`src/rtl/pin_debounce_if.sv`:
```
// Signal bundle for the pin debouncer: raw pin in, clean level, edge strobes
// and the press counter out. The debouncer itself takes the slave side.
interface pin_debounce_if #(
    parameter int NW = 8
);
    logic          I;
    logic          O;
    logic          RISE;
    logic          FALL;
    logic [NW-1:0] N;

    modport master (output I, input O, input RISE, input FALL, input N);
    modport slave  (input I, output O, output RISE, output FALL, output N);
endinterface

```
`src/rtl/pin_debounce.sv`:
```
// Debounces one asynchronous board pin: two-flop synchroniser, a
// consecutive-disagreement counter, registered rise/fall strobes and a
// wrapping count of debounced presses.
module pin_debounce #(
    parameter int THRESH = 120000,
    parameter int CW     = 17,
    parameter int NW     = 8
) (
    input  logic         CLK,
    input  logic         RESET,
    pin_debounce_if.slave bus
);
    localparam logic [CW-1:0] LP_LAST = CW'(THRESH - 1);

    logic          r_sync0;
    logic          r_sync1;
    logic [CW-1:0] r_c;
    logic          r_o;
    logic          r_rise;
    logic          r_fall;
    logic [NW-1:0] r_n;

    logic          w_s;
    logic          w_last;

    assign w_s    = r_sync1;
    assign w_last = (r_c == LP_LAST);

    // Synchronise the pin, count consecutive samples disagreeing with O and
    // commit the new level once the run reaches THRESH samples.
    always_ff @(posedge CLK or posedge RESET) begin
        if (RESET) begin
            r_sync0 <= 1'b0;
            r_sync1 <= 1'b0;
            r_c     <= '0;
            r_o     <= 1'b0;
            r_rise  <= 1'b0;
            r_fall  <= 1'b0;
            r_n     <= '0;
        end else begin
            r_sync0 <= bus.I;
            r_sync1 <= r_sync0;
            r_rise  <= 1'b0;
            r_fall  <= 1'b0;
            if (w_s == r_o) begin
                r_c <= '0;
            end else if (w_last) begin
                r_o    <= w_s;
                r_c    <= '0;
                r_rise <= w_s;
                r_fall <= ~w_s;
                if (w_s) begin
                    r_n <= r_n + NW'(1);
                end
            end else begin
                r_c <= r_c + CW'(1);
            end
        end
    end

    assign bus.O    = r_o;
    assign bus.RISE = r_rise;
    assign bus.FALL = r_fall;
    assign bus.N    = r_n;
endmodule

```
`src/flat_wrapper.sv`:
```
// flat-port wrapper written by rule: the top's interface ports become plain ports
module pin_debounce_flat 
#(
    parameter int THRESH = 120000,
    parameter int CW     = 17,
    parameter int NW     = 8
)
  (CLK, RESET, bus_I, bus_O, bus_RISE, bus_FALL, bus_N);
  pin_debounce_if #(.NW(NW)) bus_i ();
  input  logic CLK;
  input  logic RESET;
  input wire logic [$bits(bus_i.I)-1:0] bus_I;
  output wire logic [$bits(bus_i.O)-1:0] bus_O;
  output wire logic [$bits(bus_i.RISE)-1:0] bus_RISE;
  output wire logic [$bits(bus_i.FALL)-1:0] bus_FALL;
  output wire logic [$bits(bus_i.N)-1:0] bus_N;
  assign bus_i.I = bus_I;
  assign bus_O = bus_i.O;
  assign bus_RISE = bus_i.RISE;
  assign bus_FALL = bus_i.FALL;
  assign bus_N = bus_i.N;
  pin_debounce #(.THRESH(THRESH), .CW(CW), .NW(NW)) u_core (.CLK(CLK), .RESET(RESET), .bus(bus_i));
endmodule
```
`config.mk`:
```
export PLATFORM = sky130hd
export DESIGN_NAME = pin_debounce_flat
export DESIGN_NICKNAME = d
export VERILOG_FILES = /design/src/rtl/pin_debounce_if.sv /design/src/rtl/pin_debounce.sv /design/src/flat_wrapper.sv
export SDC_FILE = /design/constraint.sdc
export NUM_CORES = 1
export LEC_CHECK = 0
export BUFFER_PORTS_ARGS = -buffer_cell sky130_fd_sc_hd__buf_2
export CAP_MARGIN = 20
export CELL_PAD_IN_SITES_DETAIL_PLACEMENT = 1
export CELL_PAD_IN_SITES_GLOBAL_PLACEMENT = 1
export CORE_MARGIN = 3
export CORE_UTILIZATION = 45
export CTS_CLUSTER_DIAMETER = 200
export DETAILED_ROUTE_END_ITERATION = 8
export GPL_ROUTABILITY_DRIVEN = 0
export PLACE_DENSITY_LB_ADDON = 0.1
export SETUP_SLACK_MARGIN = 0.02
export SYNTH_ARGS = -nofsm -noshare
export SYNTH_HDL_FRONTEND = slang
export SYNTH_SLANG_ARGS = --single-unit
```
`constraint.sdc`:
```
create_clock -name CLK -period 2.4 [get_ports CLK]
set_input_delay 0.36 -clock CLK [delete_from_list [all_inputs] [get_ports CLK]]
set_output_delay 0.36 -clock CLK [all_outputs]
set_load 0.02 [all_outputs]
```
==> results.yml <==
finish:
  fillers: 325
  final_area_sq_mm: 0.00156
  diodes: 0
  area_delta_synth_final_pct: 12.5
  drive_above_1_share: 0.204
  fin_util: 0.547
  layout.cells.non_filler: 183
  final_net_count: 157
pwr:
  vdd_drop_max_mv: 0.271
  p_comb_frac: 0.036
  swShare: 0.228
  power_leakage_nw: 0.754
  power.internal_mw: 0.631
  power_mw: 0.817
  seq_power_share: 0.632
  switchingPower_mw: 0.186
  pwr-share-clk: 0.332
  p_per_area_mw_per_mm2: 523
route:
  routedWlPerCell_microns: 15.6
  drtPass1Iterations: 4
  via_per_inst: 5.63
  detail-route-antenna-nets: 0
  wl_mm: 2.86
  drc: 0
  dr.first_iter.drc_count: 60
  vias: 1031
worst_setup_path:
  crit_fanout: 7
  start_kind: "flip-flop"
  critPathCaptureType: "flip-flop"
  cpMaxStageDelayCell: "or4_4"
  required_ns: 2.61
  arrival_ns: 2.46
  path_cells: "or4b_1 > or4_4 > nor2_1 > mux2_2"
  crit_type: "reg -> reg"
  critPathMaxStageDelay_ns: 0.60
place:
  dp_hpwl_mm: 2.06
  dp_slack_ns: 0.159
  dp_cells: 176
  dpl_cell_area_sq_mm: 0.00152
  io_buffers: 13
clock_tree:
  cts_resized: 0
  clock_path_buffers: 2
  cts_root_buf: "clkbuf_4"
  clkTransAtPathRegs_ns: 0.09
  cts_tree: "done"
  clk_latency_ns: 0.32
  clock-sinks: 30
  htreeDepth: 2
  cts_setup_buffers: 0
  numCtsBuffers: 5
  postCtsHoldBufs: 0
synthesis:
  syn_area_sq_mm: 0.00139
  ys_seq_area_frac: 0.542
  yosysUniqueCellTypes: 31
  ys_ff_latch: 30
  yosys.area.top_type: "dfrtp_1"
  syn_area_per_cell_sq_um: 10.7
  ys_warn_count: 0
  netlist_instances: 129
  syn_nets: 134
  yosys.area.top_type_share: 0.542
  synthTopCellsByArea: "dfrtp_1 54%, xnor2_1 6.3%, xor2_1 6.3%"
die:
  dieWidth_microns: 61.5
  die_y_microns: 61.5
  die_area_sq_mm: 0.00378
  core_area_sq_mm: 0.00285
  initial_utilization: 0.486
  io_pins: 14
  rows: 19
timing:
  hold_slack_ns: 0.102
  finClkSkew_ns: 0.0142
  final.setup.worst_slack_ns: 0.158
  timing.slew.headroom: 0.702
  setup_viol: 0
  min_period_ns: 2.24
  fin_crit_sh: 0.934
  hold_viol_final: 0
  fmax_ghz: 0.446
  drv_slew: 0
  tightestPinTransition_ns: 0.443
  setup_tns_ns: 0
  rsz0062_at_grt: "no"
global_route:
  grt_max_degree: 31
  grt_pass1_wl_mm: 5.04
  grt.overflow.total: 0
  grt_pass1_vias: 1119
  antenna_found_initial: 0
  grt_use_total: 0.186
job:
  maxCapViolCount: 0
status:
  status: "complete, no violations"
worst_hold_path:
  hold_class: "in -> async"
-- routing by layer --
metal / wire, microns / vias to the layer above / share of wire / GRT usage
met1: 1240 / 517 / 0.44 / 0.217
li1: - / 487 / - / -
met5: 0 / - / 0 / 0
met3: 148 / 6 / 0.052 / 0.0671
met4: 42 / 0 / 0.015 / 0.0758
met2: 1420 / 21 / 0.50 / 0.308
-- placed cells by master (no fill, tap or decap), types with 4 or more instances in the layout --
cell	netlist	routed
dfrtp_1	30	30
nor2_1	19	19
buf_2	1	13
nand2_1	10	10
xnor2_1	10	10
xor2_1	10	10
nand3_1	7	7
nand4_1	6	6
buf_4	0	6
clkbuf_4	0	5
inv_1	4	4
nor3_1	4	4
-- logic make-up (layout without fill, tap and decap cells) --
family / Yosys count / count (layout) / synth area share
compound gates: 4 / 4 / 0.0162
fa+ha+maj: 2 / 2 / 0.0180
flops: 30 / 30 / 0.542
buf+inv: 7 / 30 / 0.0253
mux: 2 / 2 / 0.0162
xor+xnor: 20 / 20 / 0.126
simple gates: 64 / 64 / 0.256
-- power groups by stage --
stage | clock [mW] | sequential [mW] | combinational [mW]
finish | 0.271 | 0.516 | 0.0296
global route | 0.309 | 0.518 | 0.0344
CTS | 0.279 | 0.516 | 0.0312
detailed placement | 0 | 0.526 | 0.0308
global placement | 0 | 0.526 | 0.0306
floorplan | 0 | 0.525 | 0.0194
-- critical path: cells and delay by family, from the launching register on --
kind	cells	cell delay, ns
and+or+nand+nor	3	1.34
DFF	1	0.43
muxes	1	0.36
-- layout make-up --
cell class	instances	area, sq um	share of cell area
tap	31	38.8	0.0249
inverter	4	15.0	0.00962
multi-input combinational	92	601	0.385
timing repair buffer	19	110	0.0706
sequential	30	751	0.481
clock buffer	7	45.0	0.0289
-- state kept, by name, indices dropped and copies added (netlist names) --
name,flops
u_core.bus.RISE,1
u_core.bus.FALL,1
u_core.r_c,17
u_core.bus.N,8
u_core.r_sync0,1
u_core.r_sync1,1
u_core.bus.O,1
-- final timing paths --
check | slack [ns] | depth (start not counted) | end | startpoint
worst max-delay path | 0.16 | 4 | u_core.bus.N[1]$_DFFE_PP0P_ | u_core.r_c[13]$_DFF_PP0_
worst min-delay path | 0.10 | 3 | u_core.r_c[1]$_DFF_PP0_ | RESET
worst max register to register | 0.16 | 4 | u_core.bus.N[1]$_DFFE_PP0P_ | u_core.r_c[13]$_DFF_PP0_
worst min register to register | 0.35 | 0 | u_core.r_sync1$_DFF_PP0_ | u_core.r_sync0$_DFF_PP0_
max in group asynchronous | 2.02 | 3 | u_core.bus.N[5]$_DFFE_PP0P_ | RESET
min in group CLK | 0.15 | 1 | u_core.r_sync0$_DFF_PP0_ | bus_I
-- Yosys cell counts --
| cell type | count |
|---|---|
| a21oi_1 | 2 |
| and3_1 | 2 |
| and3_2 | 1 |
| and4_1 | 1 |
| buf_2 | 1 |
| buf_6 | 1 |
| clkbuf_1 | 1 |
| dfrtp_1 | 30 |
| ha_1 | 2 |
| inv_1 | 4 |
| mux2_2 | 2 |
| nand2_1 | 10 |
| nand2b_1 | 2 |
| nand3_1 | 7 |
| nand4_1 | 6 |
| nor2_1 | 19 |
| nor2b_1 | 1 |
| nor3_1 | 4 |
| nor4_1 | 3 |
| nor4_2 | 1 |
| nor4_4 | 1 |
| o21ai_0 | 1 |
| o31ai_1 | 1 |
| or3_1 | 1 |
| or3_2 | 1 |
| or4_1 | 1 |
| or4_4 | 1 |
| or4b_1 | 1 |
| or4bb_1 | 1 |
| xnor2_1 | 10 |
| xor2_1 | 10 |
No activity file was read; power rests on OpenSTA's default activity.
